==> src/rtl/spi_wavegen_pkg.sv <==
`default_nettype none
// ============================================================================
//  Module      : spi_wavegen_pkg
//  Description : Shared types and default constants for the wavegen SPI
//                link: the host FSM state encoding and the default command
//                and frame widths.
//  Revision    : 1.0  initial release
// ============================================================================
package spi_wavegen_pkg;

  // Default command width, matches the client's waveform selector.
  localparam int CMD_W_DEF      = 4;
  // Default number of bits per SPI frame.
  localparam int FRAME_BITS_DEF = 8;

  // Host framing FSM.
  typedef enum logic [2:0] {
    IDLE  = 3'd0,
    LEAD  = 3'd1,
    HIGH  = 3'd2,
    LOW   = 3'd3,
    TRAIL = 3'd4,
    GAP   = 3'd5
  } spi_host_state_t;

endpackage : spi_wavegen_pkg
`default_nettype wire

==> src/rtl/spi_half_tick.sv <==
`default_nettype none
// ============================================================================
//  Module      : spi_half_tick
//  Description : Loadable down-counter timing one SPI half-period. After a
//                load, tick is high in the CLK_DIV-th cycle (counting the
//                first cycle after the load as cycle 1).
//  Ports       : clk  - system clock
//                rst  - synchronous active-high reset
//                load - reload the counter (asserted on state transitions)
//                tick - half-period elapsed
//  Revision    : 1.0  initial release
// ============================================================================
module spi_half_tick #(
  parameter int CLK_DIV = 4,
  parameter int CNT_W   = $clog2(CLK_DIV + 1)
) (
  input  logic clk,
  input  logic rst,
  input  logic load,
  output logic tick
);

  localparam logic [CNT_W-1:0] C_RELOAD = CNT_W'(CLK_DIV - 1);

  logic [CNT_W-1:0] cnt_q;
  logic [CNT_W-1:0] cnt_d;

  always_comb begin
    cnt_d = cnt_q;
    if (load) begin
      cnt_d = C_RELOAD;
    end else if (cnt_q != '0) begin
      cnt_d = cnt_q - 1'b1;
    end
  end

  always_ff @(posedge clk) begin
    if (rst) begin
      cnt_q <= '0;
    end else begin
      cnt_q <= cnt_d;
    end
  end

  // The counter sits at zero once expired, so tick stays high until reload.
  assign tick = (cnt_q == '0);

endmodule : spi_half_tick
`default_nettype wire

==> src/rtl/spi_host.sv <==
`default_nettype none
// ============================================================================
//  Module      : spi_host
//  Description : SPI mode-0 initiator sending waveform-select commands to the
//                wavegen client. A command accepted over valid/ready is
//                framed as {zeros, cmd} and shifted out MSB first, followed
//                by a minimum chip-select-high gap.
//  Ports       : clk, rst    - system clock, synchronous active-high reset
//                cmd         - command to send
//                cmd_valid   - command offered
//                cmd_ready   - command can be accepted (IDLE only)
//                busy        - frame or gap in progress
//                done        - one-cycle pulse when cs deasserts
//                spi_clk     - SPI clock, idles low
//                mosi        - serial data
//                cs          - chip select, active low
//  Config      : SPI_REPEAT_EN - when defined, the last accepted command is
//                resent after REPEAT_PERIOD consecutive idle cycles.
//  Revision    : 1.0  initial release
// ============================================================================
module spi_host
  import spi_wavegen_pkg::*;
#(
  parameter int CLK_DIV       = 4,
  parameter int FRAME_BITS    = FRAME_BITS_DEF,
  parameter int CMD_W         = CMD_W_DEF,
  parameter int CS_GAP        = 4,
  parameter int REPEAT_PERIOD = 1000000
) (
  input  logic             clk,
  input  logic             rst,
  input  logic [CMD_W-1:0] cmd,
  input  logic             cmd_valid,
  output logic             cmd_ready,
  output logic             busy,
  output logic             done,
  output logic             spi_clk,
  output logic             mosi,
  output logic             cs
);

  localparam int BIT_W = (FRAME_BITS > 1) ? $clog2(FRAME_BITS) : 1;
  localparam int GAP_W = $clog2(CS_GAP + 1);

  localparam logic [BIT_W-1:0] C_LAST_BIT = BIT_W'(FRAME_BITS - 1);
  localparam logic [GAP_W-1:0] C_GAP_LOAD = GAP_W'(CS_GAP - 1);

  spi_host_state_t         state_q, state_d;
  logic [FRAME_BITS-1:0]   sr_q, sr_d;
  logic [BIT_W-1:0]        bit_cnt_q, bit_cnt_d;
  logic [GAP_W-1:0]        gap_cnt_q, gap_cnt_d;
  logic                    cs_q, cs_d;
  logic                    spi_clk_q, spi_clk_d;
  logic                    mosi_q, mosi_d;
  logic                    done_q, done_d;
  logic                    busy_q, busy_d;
  logic                    cmd_ready_q, cmd_ready_d;

  logic                    half_tick;
  logic                    tick_load;
  logic                    repeat_fire;
  logic [CMD_W-1:0]        launch_cmd;
  logic [FRAME_BITS-1:0]   frame;
  logic [FRAME_BITS-1:0]   sr_shift;

  // --------------------------------------------------------------------------
  // Auto-resend of the last command after a long idle period
  // --------------------------------------------------------------------------
`ifdef SPI_REPEAT_EN
  localparam int IDLE_W = (REPEAT_PERIOD > 1) ? $clog2(REPEAT_PERIOD) : 1;
  localparam logic [IDLE_W-1:0] C_IDLE_LAST = IDLE_W'(REPEAT_PERIOD - 1);

  logic [IDLE_W-1:0] idle_cnt_q, idle_cnt_d;
  logic              have_cmd_q, have_cmd_d;
  logic [CMD_W-1:0]  last_cmd_q, last_cmd_d;

  // Fires on the REPEAT_PERIOD-th consecutive idle cycle without cmd_valid.
  assign repeat_fire = (state_q == IDLE) && !cmd_valid && have_cmd_q &&
                       (idle_cnt_q == C_IDLE_LAST);
  assign launch_cmd  = cmd_valid ? cmd : last_cmd_q;

  always_comb begin
    idle_cnt_d = idle_cnt_q;
    have_cmd_d = have_cmd_q;
    last_cmd_d = last_cmd_q;
    if (state_q == IDLE) begin
      if (cmd_valid) begin
        idle_cnt_d = '0;
        have_cmd_d = 1'b1;
        last_cmd_d = cmd;
      end else if (repeat_fire) begin
        idle_cnt_d = '0;
      end else if (idle_cnt_q != C_IDLE_LAST) begin
        // Saturates while no command has been seen yet.
        idle_cnt_d = idle_cnt_q + 1'b1;
      end
    end
  end

  always_ff @(posedge clk) begin
    if (rst) begin
      idle_cnt_q <= '0;
      have_cmd_q <= 1'b0;
      last_cmd_q <= '0;
    end else begin
      idle_cnt_q <= idle_cnt_d;
      have_cmd_q <= have_cmd_d;
      last_cmd_q <= last_cmd_d;
    end
  end
`else
  logic unused_repeat_period;
  assign unused_repeat_period = ^REPEAT_PERIOD;
  assign repeat_fire          = 1'b0;
  assign launch_cmd           = cmd;
`endif

  assign frame    = FRAME_BITS'(launch_cmd);
  assign sr_shift = sr_q << 1;

  // --------------------------------------------------------------------------
  // Half-period timer, restarted on every state change
  // --------------------------------------------------------------------------
  assign tick_load = (state_d != state_q);

  spi_half_tick #(
    .CLK_DIV (CLK_DIV)
  ) u_half_tick (
    .clk  (clk),
    .rst  (rst),
    .load (tick_load),
    .tick (half_tick)
  );

  // --------------------------------------------------------------------------
  // Framing FSM: next state and registered-output values
  // --------------------------------------------------------------------------
  always_comb begin
    state_d   = state_q;
    sr_d      = sr_q;
    bit_cnt_d = bit_cnt_q;
    gap_cnt_d = gap_cnt_q;
    cs_d      = cs_q;
    spi_clk_d = spi_clk_q;
    mosi_d    = mosi_q;
    done_d    = 1'b0;

    case (state_q)
      IDLE: begin
        // cmd_ready is high exactly in IDLE, so cmd_valid here is a handshake.
        if (cmd_valid || repeat_fire) begin
          sr_d      = frame;
          bit_cnt_d = C_LAST_BIT;
          cs_d      = 1'b0;
          mosi_d    = frame[FRAME_BITS-1];
          state_d   = LEAD;
        end
      end
      LEAD: begin
        if (half_tick) begin
          spi_clk_d = 1'b1;
          state_d   = HIGH;
        end
      end
      HIGH: begin
        if (half_tick) begin
          spi_clk_d = 1'b0;
          if (bit_cnt_q == '0) begin
            state_d = TRAIL;
          end else begin
            // Next bit goes out together with the falling edge (mode 0).
            sr_d      = sr_shift;
            mosi_d    = sr_shift[FRAME_BITS-1];
            bit_cnt_d = bit_cnt_q - 1'b1;
            state_d   = LOW;
          end
        end
      end
      LOW: begin
        if (half_tick) begin
          spi_clk_d = 1'b1;
          state_d   = HIGH;
        end
      end
      TRAIL: begin
        if (half_tick) begin
          cs_d      = 1'b1;
          mosi_d    = 1'b0;
          done_d    = 1'b1;
          gap_cnt_d = C_GAP_LOAD;
          state_d   = GAP;
        end
      end
      GAP: begin
        if (gap_cnt_q == '0) begin
          state_d = IDLE;
        end else begin
          gap_cnt_d = gap_cnt_q - 1'b1;
        end
      end
      default: begin
        state_d = IDLE;
        cs_d    = 1'b1;
        mosi_d  = 1'b0;
      end
    endcase

    busy_d      = (state_d != IDLE);
    cmd_ready_d = (state_d == IDLE);
  end

  always_ff @(posedge clk) begin
    if (rst) begin
      state_q     <= IDLE;
      sr_q        <= '0;
      bit_cnt_q   <= '0;
      gap_cnt_q   <= '0;
      cs_q        <= 1'b1;
      spi_clk_q   <= 1'b0;
      mosi_q      <= 1'b0;
      done_q      <= 1'b0;
      busy_q      <= 1'b0;
      cmd_ready_q <= 1'b1;
    end else begin
      state_q     <= state_d;
      sr_q        <= sr_d;
      bit_cnt_q   <= bit_cnt_d;
      gap_cnt_q   <= gap_cnt_d;
      cs_q        <= cs_d;
      spi_clk_q   <= spi_clk_d;
      mosi_q      <= mosi_d;
      done_q      <= done_d;
      busy_q      <= busy_d;
      cmd_ready_q <= cmd_ready_d;
    end
  end

  assign cs        = cs_q;
  assign spi_clk   = spi_clk_q;
  assign mosi      = mosi_q;
  assign done      = done_q;
  assign busy      = busy_q;
  assign cmd_ready = cmd_ready_q;

endmodule : spi_host
`default_nettype wire

==> config.mk <==
export PLATFORM = sky130hd
export DESIGN_NAME = spi_host
export DESIGN_NICKNAME = d
export VERILOG_FILES = /design/src/rtl/spi_wavegen_pkg.sv /design/src/rtl/spi_half_tick.sv /design/src/rtl/spi_host.sv
export SDC_FILE = /design/constraint.sdc
export NUM_CORES = 1
export LEC_CHECK = 0
export ABC_AREA = 1
export BUFFER_PORTS_ARGS = -buffer_cell sky130_fd_sc_hd__buf_4
export CORE_UTILIZATION = 40
export DETAILED_ROUTE_END_ITERATION = 8
export MAX_ROUTING_LAYER = met4
export PLACE_DENSITY = 0.55
export SETUP_SLACK_MARGIN = 0.02
export SLEW_MARGIN = 20
export SYNTH_ARGS = -nofsm -noshare
export SYNTH_HDL_FRONTEND = slang
export SYNTH_HIERARCHICAL = 1
export SYNTH_SLANG_ARGS = --single-unit
==> constraint.sdc <==
create_clock -name clk -period 1.9 [get_ports clk]
set_input_delay 0.285 -clock clk [delete_from_list [all_inputs] [get_ports clk]]
set_output_delay 0.285 -clock clk [all_outputs]
set_load 0.01 [all_outputs]
==> run summary <==
Width of the die -> 60.23 um
Synth Area per Inst -> 7.138 um2
Largest net degree at the start of global routing -> 15
First-iteration detailed-routing DRC count -> 20
Net switching fraction of the power -> 0.4385
Hold Vio Cnt, Final -> 0
Psw -> 0.0009005 W
Starting density of the core -> 0.4336
Crit-path slowest cell -> dfxtp_2
CP Data Arrival Time -> 1.97 ns
Number of placed I/O pins -> 13
Area of the core -> 3128 um2
Post-synth cell types -> 29
Lkg Pwr -> 0.7551 nW
Number of standard cells in the layout, taps in and fillers out -> 250
Cell row count -> 20
Cell type with the highest aggregate area in the netlist -> dfxtp_1
Vertical extent of the die -> 60.23 um
End of the worst hold path -> bit_cnt_q[2]
Clock latency on the worst-skew pair -> 0.33 ns
Startpoint of the worst-slack reg-to-reg timing path -> u_half_tick/cnt_q[0]
CTS tree -> yes
Vias per cell -> 4.860
Nets in the synthesized netlist -> 203
Final Cell Area -> 1568 um2
Post-Place Cell Area -> 1488 um2
CP Capture Type -> flop
Die Outline Area -> 3628 um2
Measured slew at the worst slew-check pin -> 0.4108 ns
Count of mapped cells out of synthesis -> 190
Type of the worst min-delay path -> in2reg
Most common cell after layout, fill and taps aside -> nand2_1
Ordered list of cells on the worst path -> inv_2, ha_4, nand2_2, clkinvlp_4, nand3_2, nand2_1, nor2_2, nand2_1, nand2_1, nand3_1, inv_2, nand3_1, nand2_1, inv_1
Setup repair after global routing missed its margin -> no
CTS H-tree depth -> 1
Highest attainable clock frequency -> 578.3 MHz
Yosys reg bits -> 25
Sort of element at the start of the critical path -> flop
Worst setup margin -> 0.1706 ns
Post-DP HPWL -> 2031 um
Worst setup startpoint -> u_half_tick/cnt_q[0]
Cell Pwr Density -> 1310 nW/um2
Setup Slack @ Placement -> -0.01406 ns
Routed WL -> 2792 um
Global placement routability congestion -> 0.8062
Register-to-register path setup slack -> 0.17 ns
Final number of setup-violating endpoints -> 0
Final number of max-transition violations -> 0
Layout-stage area growth over the synthesis result -> 15.59%
Hold Crit Depth -> 2
Wire length of the first global-routing pass -> 4940 um
Most frequent cells in the layout -> 44 x nand2_1, 23 x dfxtp_1, 21 x inv_1, 18 x buf_4
DP Cell Count -> 244
Data required time at the worst endpoint -> 2.14 ns
Synth top area share -> 0.3690
Yosys Warn Count -> 6
Result of the run -> completed
First-pass detailed-route iteration total -> 4
Synthesized area -> 1356 um2
Startpoint of the lowest-slack hold path -> rst
Critical path peak fanout -> 6
Total clock sinks -> 25
Worst voltage drop across the vdd grid -> 0.4593 mV
Dominant cell type by count on the critical path -> nand2_1
Delay of the slowest cell on the worst path -> 0.36 ns
Share of power burned in the clock network -> 0.122
Number of clock buffers inserted by TritonCTS -> 3
Worst relative slew slack -> 0.7259
Via Count -> 1215
Global route overflow -> 0
DRC violations left -> 0
Sequential group share of total power -> 0.356
Clock period minus worst slack -> 1.729 ns
Count of nets left with antenna violations after detail routing -> 0
Start-to-end type of the worst setup path -> reg2reg
Worst r2r path cells -> 14
Setup Skew -> 0.01108 ns
Mean routed wirelength per cell -> 11.17 um
Post-Route Setup TNS -> 0 ns
Number of max-cap violations -> 0
Layout cell share with drive strength beyond 1 -> 0.2718
Via count of the first global-routing pass -> 1178
Count of input and output buffers -> 12
Sequential share of the synthesized area -> 0.3690
Clock Root Buffer -> clkbuf_4
Internal -> 0.001153 W
Clock slew at reported path FFs -> 0.15 ns
Capturing point of the worst reg2reg path -> u_half_tick/cnt_q[1]
Maximum count of clock buffers along a single path -> 2
Antenna Cells -> 0
Cell types with the largest area share after synthesis -> dfxtp_1 37%, nand2_1 12%, inv_1 6.9%
Overall routing resource usage -> 0.1849
Number of antenna violations at the first check in global routing -> 0
Final worst path period share -> 0.9102
Share of total power in combinational logic -> 0.522
Final net count -> 220
-- metrics by stage --
stage          hold WS [ns]  total power (W)  utilization
6_report             0.1961         0.002053       0.5012
4_1_cts              0.2018         0.001965       0.4888
5_1_grt              0.1972         0.002252       0.5012
3_5_place_dp         0.4505         0.001682       0.4756
2_1_floorplan        0.4217         0.001490            -
3_3_place_gp         0.4363         0.001656       0.4756
-- per-layer routing --
layer / GRT usage / vias up / routed length, um
met5: - / - / 0
met4: 0.09302 / 0 / 58
met3: 0.01948 / 7 / 80
met2: 0.2920 / 21 / 1286
met1: 0.2322 / 549 / 1367
li1: - / 638 / -
-- Yosys cell counts --
| master | number |
|---|---|
| dfxtp_1 | 25 |
| inv_2 | 4 |
| a31oi_1 | 1 |
| nand3_2 | 1 |
| o211ai_1 | 1 |
| a21oi_1 | 10 |
| clkbuf_1 | 1 |
| buf_8 | 1 |
| o22ai_1 | 1 |
| nand3_1 | 14 |
| nor2_4 | 2 |
| buf_4 | 2 |
| buf_2 | 2 |
| nand4_1 | 7 |
| inv_1 | 25 |
| and2_1 | 1 |
| xnor2_1 | 2 |
| o31ai_1 | 1 |
| nand2_2 | 10 |
| a21oi_2 | 1 |
| ha_1 | 6 |
| nand2_1 | 45 |
| nor2_1 | 14 |
| inv_4 | 1 |
| nand3b_2 | 1 |
| o21ai_1 | 1 |
| nand2_4 | 2 |
| o21ai_0 | 6 |
| nor2_2 | 2 |
-- how the worst max path moves through the flow --
stage	endpoint	slack, ns	cells after the start
2_1_floorplan	u_half_tick/cnt_q[0]	0.18	15
3_3_place_gp	u_half_tick/cnt_q[1]	0.03	15
3_5_place_dp	u_half_tick/cnt_q[1]	-0.01	15
4_1_cts	u_half_tick/cnt_q[1]	0.04	12
5_1_grt	u_half_tick/cnt_q[0]	0.01	14
6_report	u_half_tick/cnt_q[1]	0.17	14
-- logic make-up (layout without fill, tap and decap cells) --
family	Yosys count	in the layout	share of synthesized area
AO/OA/AOI/OAI	22	22	0.08949
adder cells (fa/ha/maj)	6	6	0.05535
flip-flops	25	25	0.3690
AND/OR/NAND/NOR	99	99	0.3561
XOR/XNOR	2	2	0.01292
buffers and inverters	36	52	0.1171
-- power by group through the flow --
stage	Combinational (W)	Clock (W)	Sequential [W]
after floorplan	0.000752	0	0.000738
after global placement	0.000921	0	0.000735
after detailed placement	0.000947	0	0.000734
after CTS	0.000987	0.000256	0.000722
after global routing	0.00123	0.000274	0.000746
final	0.00107	0.000251	0.000730
-- what timing repair did --
item                                    in CTS  in global routing
gates resized for setup                      2                 11
hold buffers                                 0                  0
pin swaps                                    0                  3
endpoints found under the setup margin       4                 15
setup buffers                                1                  1
-- registers in the layout, summed over array words and instances (netlist names), 3 cells and up --
signal and count:
sr_q 7, bit_cnt_q 3, gap_cnt_q 3, state_q 3, u_half_tick/cnt_q 3
-- worst max-delay path, delay by kind of cell, from the launching register on --
| family | cells | cell delay (ns) |
|---|---|---|
| buffers and inverters | 4 | 0.32 |
| AND/OR/NAND/NOR | 9 | 0.80 |
| flip-flops | 1 | 0.36 |
| adder cells (fa/ha/maj) | 1 | 0.16 |
-- area by class of cell --
| cell class | instances | area (um2) |
|---|---|---|
| inverters | 30 | 118.9 |
| repair buffers | 18 | 135.1 |
| well taps | 44 | 55.05 |
| clock inverters | 1 | 5.005 |
| multi-input cells | 129 | 728.2 |
| fillers | 332 | 1560 |
| clock buffers | 3 | 22.52 |
| flip-flops and latches | 25 | 503.0 |
Note: power is estimated with default switching activity, not from simulation.
